<file path="src/rtl/svh_pkg.sv">
// Shared types and helpers for the resource arbiter: FSM state encoding,
// default sizing constants and an index-to-one-hot decoder.
package svh_pkg;

    typedef enum logic [1:0] {
        IDLE  = 2'd0,
        GRANT = 2'd1,
        GAP   = 2'd2
    } arb_state_t;

    localparam int DEF_N_REQ    = 4;
    localparam int DEF_MAX_HOLD = 64;
    localparam int MAX_N_REQ    = 16;

    function automatic logic [MAX_N_REQ-1:0] idx_to_onehot(input logic [3:0] idx);
        logic [MAX_N_REQ-1:0] v;
        v      = '0;
        v[idx] = 1'b1;
        return v;
    endfunction

endpackage

</file>
<file path="src/rtl/resource_arbiter_rr_pick.sv">
// Rotating-priority picker: scans the request vector upward from a start
// index with wrap-around and reports the first set bit.
module rr_pick #(
    parameter int N   = 4,
    parameter int IDW = 2
) (
    input  logic [N-1:0]   i_req,
    input  logic [IDW-1:0] i_start,
    output logic           o_found,
    output logic [IDW-1:0] o_idx
);

    logic [IDW:0]   w_sum;
    logic [IDW-1:0] w_pos;

    // Walk from the farthest candidate back to the start so the nearest hit wins.
    always_comb begin
        o_found = 1'b0;
        o_idx   = '0;
        w_sum   = '0;
        w_pos   = '0;
        for (int i = N - 1; i >= 0; i--) begin
            w_sum = {1'b0, i_start} + (IDW + 1)'(i);
            w_pos = (w_sum >= (IDW + 1)'(N)) ? IDW'(w_sum - (IDW + 1)'(N)) : IDW'(w_sum);
            if (i_req[w_pos]) begin
                o_found = 1'b1;
                o_idx   = w_pos;
            end
        end
    end

endmodule

</file>
<file path="src/rtl/resource_arbiter.sv">
// Round-robin single-resource arbiter with a mandatory one-cycle gap between grants.
// Define ARB_TIMEOUT_EN to add a hold limit (MAX_HOLD) with forced release and requester masking.
module resource_arbiter
    import svh_pkg::*;
#(
    parameter int N_REQ    = DEF_N_REQ,
    parameter int MAX_HOLD = DEF_MAX_HOLD
) (
    input  logic                     clk,
    input  logic                     rst,
    input  logic [N_REQ-1:0]         req,
    output logic [N_REQ-1:0]         gnt,
    output logic                     gnt_valid,
    output logic [$clog2(N_REQ)-1:0] gnt_id,
    output logic                     timeout
);

    localparam int             IDW      = $clog2(N_REQ);
    localparam logic [IDW-1:0] LAST_IDX = IDW'(N_REQ - 1);

    if (N_REQ < 2 || N_REQ > MAX_N_REQ || MAX_HOLD < 1 || MAX_HOLD > 65535) begin : g_bad_param
        $error("resource_arbiter: N_REQ or MAX_HOLD out of range");
    end

    arb_state_t       r_state, w_state_nxt;
    logic [N_REQ-1:0] r_gnt, w_gnt_nxt;
    logic             r_gnt_valid, w_gnt_valid_nxt;
    logic [IDW-1:0]   r_gnt_id, w_gnt_id_nxt;
    logic [IDW-1:0]   r_last_id, w_last_id_nxt;

    logic [N_REQ-1:0] w_elig;
    logic             w_found;
    logic [IDW-1:0]   w_start;
    logic [IDW-1:0]   w_win;

`ifdef ARB_TIMEOUT_EN
    localparam logic [15:0] HOLD_LAST = 16'(MAX_HOLD - 1);

    logic [15:0]      r_hold_cnt, w_hold_nxt;
    logic [N_REQ-1:0] r_mask, w_mask_nxt;
    logic             r_timeout, w_timeout_nxt;

    assign w_elig  = req & ~r_mask;
    assign timeout = r_timeout;
`else
    assign w_elig  = req;
    assign timeout = 1'b0;
`endif

    assign w_start = (r_last_id == LAST_IDX) ? '0 : r_last_id + IDW'(1);

    rr_pick #(
        .N   (N_REQ),
        .IDW (IDW)
    ) u_pick (
        .i_req   (w_elig),
        .i_start (w_start),
        .o_found (w_found),
        .o_idx   (w_win)
    );

    always_comb begin
        w_state_nxt     = r_state;
        w_gnt_nxt       = r_gnt;
        w_gnt_valid_nxt = r_gnt_valid;
        w_gnt_id_nxt    = r_gnt_id;
        w_last_id_nxt   = r_last_id;
`ifdef ARB_TIMEOUT_EN
        w_hold_nxt      = r_hold_cnt;
        w_mask_nxt      = r_mask & req;
        w_timeout_nxt   = 1'b0;
`endif
        case (r_state)
            IDLE: begin
                if (w_found) begin
                    w_state_nxt     = GRANT;
                    w_gnt_nxt       = N_REQ'(idx_to_onehot(4'(w_win)));
                    w_gnt_valid_nxt = 1'b1;
                    w_gnt_id_nxt    = w_win;
`ifdef ARB_TIMEOUT_EN
                    w_hold_nxt      = '0;
`endif
                end
            end
            GRANT: begin
                if (!req[r_gnt_id]) begin
                    w_state_nxt     = GAP;
                    w_gnt_nxt       = '0;
                    w_gnt_valid_nxt = 1'b0;
                    w_gnt_id_nxt    = '0;
                    w_last_id_nxt   = r_gnt_id;
                end
`ifdef ARB_TIMEOUT_EN
                // Forced release: the holder stays masked until it lets go of req.
                else if (r_hold_cnt == HOLD_LAST) begin
                    w_state_nxt          = GAP;
                    w_gnt_nxt            = '0;
                    w_gnt_valid_nxt      = 1'b0;
                    w_gnt_id_nxt         = '0;
                    w_last_id_nxt        = r_gnt_id;
                    w_timeout_nxt        = 1'b1;
                    w_mask_nxt[r_gnt_id] = 1'b1;
                end else begin
                    w_hold_nxt = r_hold_cnt + 16'd1;
                end
`endif
            end
            GAP:     w_state_nxt = IDLE;
            default: w_state_nxt = IDLE;
        endcase
    end

    always_ff @(posedge clk or posedge rst) begin
        if (rst) begin
            r_state     <= IDLE;
            r_gnt       <= '0;
            r_gnt_valid <= 1'b0;
            r_gnt_id    <= '0;
            r_last_id   <= LAST_IDX;
`ifdef ARB_TIMEOUT_EN
            r_hold_cnt  <= '0;
            r_mask      <= '0;
            r_timeout   <= 1'b0;
`endif
        end else begin
            r_state     <= w_state_nxt;
            r_gnt       <= w_gnt_nxt;
            r_gnt_valid <= w_gnt_valid_nxt;
            r_gnt_id    <= w_gnt_id_nxt;
            r_last_id   <= w_last_id_nxt;
`ifdef ARB_TIMEOUT_EN
            r_hold_cnt  <= w_hold_nxt;
            r_mask      <= w_mask_nxt;
            r_timeout   <= w_timeout_nxt;
`endif
        end
    end

    assign gnt       = r_gnt;
    assign gnt_valid = r_gnt_valid;
    assign gnt_id    = r_gnt_id;

endmodule
</file>
<file path="config.mk">
export PLATFORM = sky130hd
export DESIGN_NAME = resource_arbiter
export DESIGN_NICKNAME = d
export VERILOG_FILES = /design/src/rtl/svh_pkg.sv /design/src/rtl/resource_arbiter_rr_pick.sv /design/src/rtl/resource_arbiter.sv
export SDC_FILE = /design/constraint.sdc
export NUM_CORES = 1
export LEC_CHECK = 0
export BUFFER_PORTS_ARGS = -buffer_cell sky130_fd_sc_hd__buf_2
export CORE_AREA = 2 2 39 41
export CTS_CLUSTER_SIZE = 12
export DETAILED_ROUTE_END_ITERATION = 16
export DIE_AREA = 0 0 41 43
export HOLD_SLACK_MARGIN = 0.1
export MAX_ROUTING_LAYER = met4
export PLACE_DENSITY = 0.67
export SLEW_MARGIN = 20
export SYNTH_ARGS = -nofsm -noshare
export SYNTH_HDL_FRONTEND = slang
export SYNTH_SLANG_ARGS = --single-unit
export TNS_END_PERCENT = 20
</file>
<file path="constraint.sdc">
create_clock -name clk -period 1.8 [get_ports clk]
set_input_delay 0.18 -clock clk [delete_from_list [all_inputs] [get_ports clk]]
set_output_delay 0.18 -clock clk [all_outputs]
set_load 0.01 [all_outputs]
</file>
# After elaboration in Yosys (flattened, before gate mapping)
# Cells that the tools add are included.
[word_totals]
regBits = 11
latchBits = 0
mem_bits_rw = 0
mem_bits_ro = 0
in_bits = 6
out_inout_bits = 8
wordCells = 72
memories = 0
[op_classes]
addsub = 8
multipliers = 0
div = 0
order_cmp = 11
n_eq_ne = 4
shifts = 0
muxes = 37
n_bitwise = 1
reduce_logical = 6
[ops]
columns = ["op", "count"]
rows = [
  ["2-bit 2-to-1 mux", 13],
  ["2-bit by 3-bit less-than comparator with 1-bit output, second input constant", 5],
  ["1-bit 2-to-1 mux", 12],
  ["1-bit binary-select mux with 2-bit select", 5],
  ["3-bit >= comparator, second input constant", 3],
  ["4-bit 2-to-1 mux", 2],
  ["2-bit one-hot mux with 2 select lines", 2],
  ["4-bit one-hot mux with 2 select lines", 1],
  ["2-bit by 1-bit subtractor with 2-bit output, second input constant", 4],
  ["2-bit by 2-bit adder with 3-bit output, second input constant", 2],
  ["2-bit by 5-bit less-than comparator with 1-bit output, second input constant", 1],
  ["2-bit AND reduction", 2],
  ["2-bit by 1-bit adder with 3-bit output, second input constant", 1],
  ["2-bit by 3-bit >= comparator with 1-bit output, second input constant", 1],
  ["3-bit AND reduction", 1],
  ["2-bit by 1-bit adder with 2-bit output, second input constant", 1],
  ["1-bit demux with 2-bit select", 1],
  ["2-bit by 1-bit equality test with 1-bit output, second input constant", 1],
  ["2-bit equality test, second input constant", 1],
  ["2-bit by 1-bit >= comparator with 1-bit output, second input constant", 1],
  ["2-bit logical NOT", 1],
  ["2-bit by 1-bit inequality test with 1-bit output, second input constant", 1],
  ["2-bit inequality test, second input constant", 1],
  ["1-bit one-hot mux with 2 select lines", 1],
  ["3 further kinds", 3],
]

# Logic depth before layout (Yosys ltp)
[logic_depth]
depth_word = 17
ltp_mapped = 5
mapped_depth_nobuf = 5

# By module
# From an unflattened synthesis, not the netlist that was laid out.
[hier_totals]
hier_cells = 59
area_unflattened_um2 = 613.1
[modules_own_cells]
columns = ["module", "instances", "cells_each", "area_each_um2"]
rows = [
  ["resource_arbiter", 1, 46, 535.5],
  ["rr_pick", 1, 13, 77.6],
]

# Worst setup path after synthesis
# OpenSTA, ideal clock, no wires.
[synth_path]
path_type = "register -> register"
startpoint = "register r_last_id[0]"
endpoint = "register r_gnt[2], in the netlist gnt[2]"
setup_ns = 0.121
arrival_ns = 1.581
t_required_ns = 1.679
path_slack_ns = 0.098
stages_incl_launch_ff = 6
cell_sequence = "dfstp_2 > ha_1 > o31a_2 > o32ai_1 > inv_1 > a22o_1"
[synth_via]
elab_chain_len = 17
elab_cells_between_ends = 43
classes_between = "add/sub (8); order compare (6); eq/ne (2); mux (25); reduce/logical (2)"
[synth_rtl]
columns = ["item", "line", "source"]
rows = [
  ["from (decl)", "resource_arbiter.sv:29", "logic [IDW-1:0] r_last_id, w_last_id_nxt;"],
  ["from (signal assigned)", "resource_arbiter.sv:130", "r_last_id <= w_last_id_nxt;"],
  ["2-bit by 1-bit adder with 2-bit output / 2-bit equality test (equally long branches)", "resource_arbiter.sv:50", "assign w_start = (r_last_id == LAST_IDX) ? '0 : r_last_id + IDW'(1);"],
  ["2-bit 2-to-1 mux (*)", "resource_arbiter.sv:50", ""],
  ["2-bit by 2-bit adder with 3-bit output", "resource_arbiter_rr_pick.sv:23", "w_sum = {1'b0, i_start} + (IDW + 1)'(i);"],
  ["3-bit >= comparator / 2-bit by 1-bit subtractor with 2-bit output (equally long branches)", "resource_arbiter_rr_pick.sv:24", "w_pos = (w_sum >= (IDW + 1)'(N)) ? IDW'(w_sum - (IDW + 1)'(N)) : IDW'(w_sum);"],
  ["2-bit 2-to-1 mux", "resource_arbiter_rr_pick.sv:24", ""],
  ["1-bit binary-select mux with 2-bit select", "resource_arbiter_rr_pick.sv:25", "if (i_req[w_pos]) begin"],
  ["1-bit 2-to-1 mux (not written as such)", "resource_arbiter_rr_pick.sv:25", ""],
  ["2-bit 2-to-1 mux (4 in a row)", "resource_arbiter_rr_pick.sv:25", ""],
  ["2-bit by 5-bit less-than comparator with 1-bit output (not written as such) / 2-bit by 1-bit >= comparator with 1-bit output (equally long branches)", "svh_pkg.sv:18", "v[idx] = 1'b1;"],
  ["1-bit logical AND (not written as such)", "svh_pkg.sv:18", ""],
  ["1-bit 2-to-1 mux (not written as such)", "svh_pkg.sv:18", ""],
  ["1-bit demux with 2-bit select", "svh_pkg.sv:18", ""],
  ["4-bit 2-to-1 mux", "resource_arbiter.sv:75", "if (w_found) begin"],
  ["4-bit one-hot mux with 2 select lines", "resource_arbiter.sv:73", "case (r_state)"],
  ["to (signal assigned)", "resource_arbiter.sv:127", "r_gnt <= w_gnt_nxt;"],
  ["to (decl)", "resource_arbiter.sv:26", "logic [N_REQ-1:0] r_gnt, w_gnt_nxt;"],
]
# Mark *: on every way between the ends. The rest lies on a longest branch, timed or not. The select of a mux whose other input is x is not followed.
# A chain may end at the register's enable or synchronous reset.

# Worst setup path in the final report
[layout_path]
startpoint = "register r_gnt_id[0], in the netlist gnt_id[0]"
endpoint = "register r_last_id[1]"
[layout_via]
elab_chain_len = 4
[layout_rtl]
columns = ["item", "line", "source"]
rows = [
  ["from (decl)", "resource_arbiter.sv:28", "logic [IDW-1:0] r_gnt_id, w_gnt_id_nxt;"],
  ["from (signal assigned)", "resource_arbiter.sv:129", "r_gnt_id <= w_gnt_id_nxt;"],
  ["1-bit binary-select mux with 2-bit select", "resource_arbiter.sv:86", "if (!req[r_gnt_id]) begin"],
  ["1-bit 2-to-1 mux (not written as such)", "resource_arbiter.sv:86", ""],
  ["1-bit inverter (no source line)", "--", ""],
  ["2-bit AND reduction (no source line)", "--", ""],
]
# Every way passes these cells. The select of a mux whose other input is x is not followed.

==> qor_table.md <==
| Metric | Value |
|:---|:---|
| Result of the run | finished, final reports clean |
| Portion of the clock cycle consumed by the worst path in the final layout | 94.0% |
| Crit path largest cell delay | 0.54 ns |
| Total setup buffers inserted after CTS | 0 |
| Start-to-end type of the worst setup path | reg -> reg |
| Number of placement rows | 14 |
| Via count normalized by instance count | 5.48 |
| Placement-stage worst setup slack | 0.0623 ns |
| HPWL after detailed placement | 801 um |
| Final setup fails | 0 |
| Synthesized-area fraction occupied by ao, oa, aoi and oai cells | 23.5% |
| Multiplexer share of the synthesized area | 8.14% |
| CP endpoint kind | register |
| Total power | 1190 uW |
| Number of global-route vias before repair | 407 |
| Sequential area share after synthesis | 50.2% |
| Leading cell types by total area after synthesis | sky130_fd_sc_hd__dfrtp_1 41%, sky130_fd_sc_hd__dfstp_2 9.5%, sky130_fd_sc_hd__a22o_1 4.8% |
| Number of buffers on the longest clock path | 2 |
| Pin count of the biggest net entering global routing | 12 |
| DIE WIDTH | 41 um |
| CTS H-Tree Depth | 1 |
| First drt pass iteration count | 4 |
| CTS tree | built |
| Share of the core filled with cells | 50.5% |
| Area fraction of the dominant cell type after synthesis | 40.7% |
| Delay-heaviest family, CP | multiplexers |
| Post-route insts no fill | 81 |
| Total count of hold-check failures in the final report | 0 |
| Switching part of the total | 36.1% |
| Final critical-path setup slack | 0.108 ns |
| Post-synthesis cell area | 553 sq um |
| Most common cell after layout, fill and taps aside | sky130_fd_sc_hd__buf_2 |
| Avg Cell Area, Syn | 12.3 sq um |
| Number of antenna violations at the first check in global routing | 0 |
| Clk sinks | 11 |
| Wire per inst | 13.0 um |
| Share of the synthesized netlist area taken by xor and xnor gates | 0% |
| Critical Path Source Type | register |
| Combinational cell fraction of total power | 49.6% |
| Post-synthesis cell type count | 27 |
| Sequential share of power | 36.5% |
| Critical path peak fanout | 3 |
| Adder and majority gate portion of the synthesized area | 2.26% |
| Initial cell density of the core | 40.0% |
| Unrepaired setup endpoints after global routing | no |
| Port bufs | 12 |
| Area growth from synthesis to layout | 26.5% |
| Antenna diode count | 0 |
| Final clock skew | 0.000557 ns |
| Worst path buffer plus inverter count | 0 |
| Synthesized netlist net count | 52 |
| P per Cell Area | 1700 mW/mm^2 |
| Clock network power share | 13.9% |
| Maximum frequency from static timing analysis | 591 MHz |
| Total negative slack for setup checks | 0 ns |
| Total number of nets in the final design | 73 |
| Slowest cell on the critical path | sky130_fd_sc_hd__mux4_2 |
| Switching power of the nets | 428 uW |
| Clock transition at path regs | 0.07 ns |
| Time the worst path needs with I/O delays and setup | 1.69 ns |
| Layout cells sized above 1 | 46.2% |
| Largest vdd supply drop | 0.619 mV |
| Chip Height | 43 um |
| Sum of overflow across all layers after global routing | 0 |
| Global-route total usage across every layer | 15.1% |
| Leakage | 0.000339 uW |
| Number of maximum-capacitance violations | 0 |
| Required @ worst endpoint | 1.99 ns |
| Largest area contributor in the netlist | sky130_fd_sc_hd__dfrtp_1 |
| Placeable core region | 0.00138 sq mm |
| Clock buffer count from CTS | 3 |
| Slack of the worst reg-to-reg path | 0.11 ns |
| Detailed-route via count | 444 |
| Post-route DRC violation count | 0 |
| Number of standard cells after synthesis | 45 |
| Final antenna-violating net count | 0 |
| Register bit count reported by yosys | 11 |
| Boundary pin count | 14 |
| Critical path cell sequence | mux4_2, nor2b_1, and2b_1, mux2_2 |
| Dominant combinational cell family by area after synthesis | compound AO/OA/AOI/OAI gates |
| Global-route wire length before repair | 1.73 mm |
| Simple-gate portion of the synthesized area | 12.4% |
| Last weighted congestion value of the routability-driven placer | 0.723 |
| Number of warnings reported in the yosys synthesis log | 0 |
| Area of the die | 0.00176 sq mm |
| Cell chosen for the clock root | sky130_fd_sc_hd__clkbuf_4 |
| Hold crit path type | in -> reg |
| Skew-Pair Late Insertion Delay | 0.26 ns |
| Cell internal pwr | 759 uW |
| Iteration-0 DRC Markers | 14 |
| Signal arrival time at the worst endpoint | 1.89 ns |
| Placed Instances | 76 |
| Wirelength, routed | 1.06 mm |
| Commonest cells after routing, fill and taps aside | 12 x sky130_fd_sc_hd__buf_2, 9 x sky130_fd_sc_hd__dfrtp_1, 4 x sky130_fd_sc_hd__buf_4, 3 x sky130_fd_sc_hd__a22o_1, 3 x sky130_fd_sc_hd__clkbuf_4 |
| Final Slew Violations | 0 |
[cells in the mapped netlist]
cell                        n
sky130_fd_sc_hd__and2b_1    1
sky130_fd_sc_hd__nor4_1     2
sky130_fd_sc_hd__o311ai_0   1
sky130_fd_sc_hd__nand2b_1   1
sky130_fd_sc_hd__a21o_2     2
sky130_fd_sc_hd__a211o_4    1
sky130_fd_sc_hd__nor2b_1    2
sky130_fd_sc_hd__buf_4      1
sky130_fd_sc_hd__dfrtp_1    9
sky130_fd_sc_hd__a22o_1     3
sky130_fd_sc_hd__or3_1      1
sky130_fd_sc_hd__ha_1       1
sky130_fd_sc_hd__o32ai_1    1
sky130_fd_sc_hd__nor2_1     1
sky130_fd_sc_hd__a21bo_2    1
sky130_fd_sc_hd__nand2_1    1
sky130_fd_sc_hd__conb_1     1
sky130_fd_sc_hd__a31oi_1    1
sky130_fd_sc_hd__mux4_2     1
sky130_fd_sc_hd__o31a_2     1
sky130_fd_sc_hd__o211ai_1   1
sky130_fd_sc_hd__dfstp_2    2
sky130_fd_sc_hd__o2bb2ai_1  2
sky130_fd_sc_hd__mux2_2     2
sky130_fd_sc_hd__nor3_1     2
sky130_fd_sc_hd__inv_1      2
sky130_fd_sc_hd__nand4_1    1
[layer usage]
metal	part of all wire, %	up-vias	GRT usage, %
li1	-	220	-
met1	46	206	20.6
met2	48	16	19.7
met3	4.3	2	3.14
met4	1.3	0	10.0
met5	0	-	-
[what timing repair did]
action / in CTS / in global routing
resized for setup: 0 / 2
setup endpoints to repair: 0 / 5
endpoints found under the hold margin: 9 / 0
hold buffers: 1 / 0
[metrics by stage]
step / hold slack [ns] / instance area [sq um]
2_1_floorplan: 0.0310 / 553
3_3_place_gp: 0.181 / 656
3_5_place_dp: 0.181 / 656
4_1_cts: 0.352 / 692
5_1_grt: 0.347 / 699
6_report: 0.356 / 699
[cell type report]
class                      count  area (sq um)
fill                         124           684
sequential                    11           278
multi-input combinational     31           268
timing repair buffer          17           100
clock buffer                   4          26.3
tap                           16          20.0
inverter                       2          7.51
[power by group through the flow]
stage / combinational, uW / clock (uW) / sequential (uW)
2_1_floorplan: 348 / 0 / 468
4_1_cts: 574 / 170 / 433
3_3_place_gp: 565 / 0 / 434
6_report: 589 / 165 / 434
3_5_place_dp: 571 / 0 / 437
5_1_grt: 643 / 193 / 449
[worst paths after layout]
path / startpoint / endpoint / cells past startpoint
setup / recovery: gnt_id[0] / r_last_id[1] / 4
hold / removal: req[2] / gnt[1] / 4
setup reg to reg: gnt_id[0] / r_last_id[1] / 4
hold reg to reg: gnt[3] / gnt[3] / 1
max in group asynchronous: rst / r_last_id[1] / 3
min in group asynchronous: rst / gnt_valid / 3
[sequential cells by signal (all words and copies together), names as in the netlist]
register	flops
gnt	4
gnt_id	2
r_last_id	2
r_state	2
gnt_valid	1
[cells by family after synthesis]
family | after synthesis
flip-flops | 11
AO/OA/AOI/OAI | 14
buffers and inverters | 3
multiplexers | 3
AND/OR/NAND/NOR | 12
adder cells (fa/ha/maj) | 1
other | 1
[worst reg2reg max path: stages, from the launching register on]
cell                      delay [ns]
sky130_fd_sc_hd__dfrtp_1        0.37
sky130_fd_sc_hd__mux4_2         0.54
sky130_fd_sc_hd__nor2b_1        0.16
sky130_fd_sc_hd__and2b_1        0.19
sky130_fd_sc_hd__mux2_2         0.35
Power figures use the tool's default switching activity.
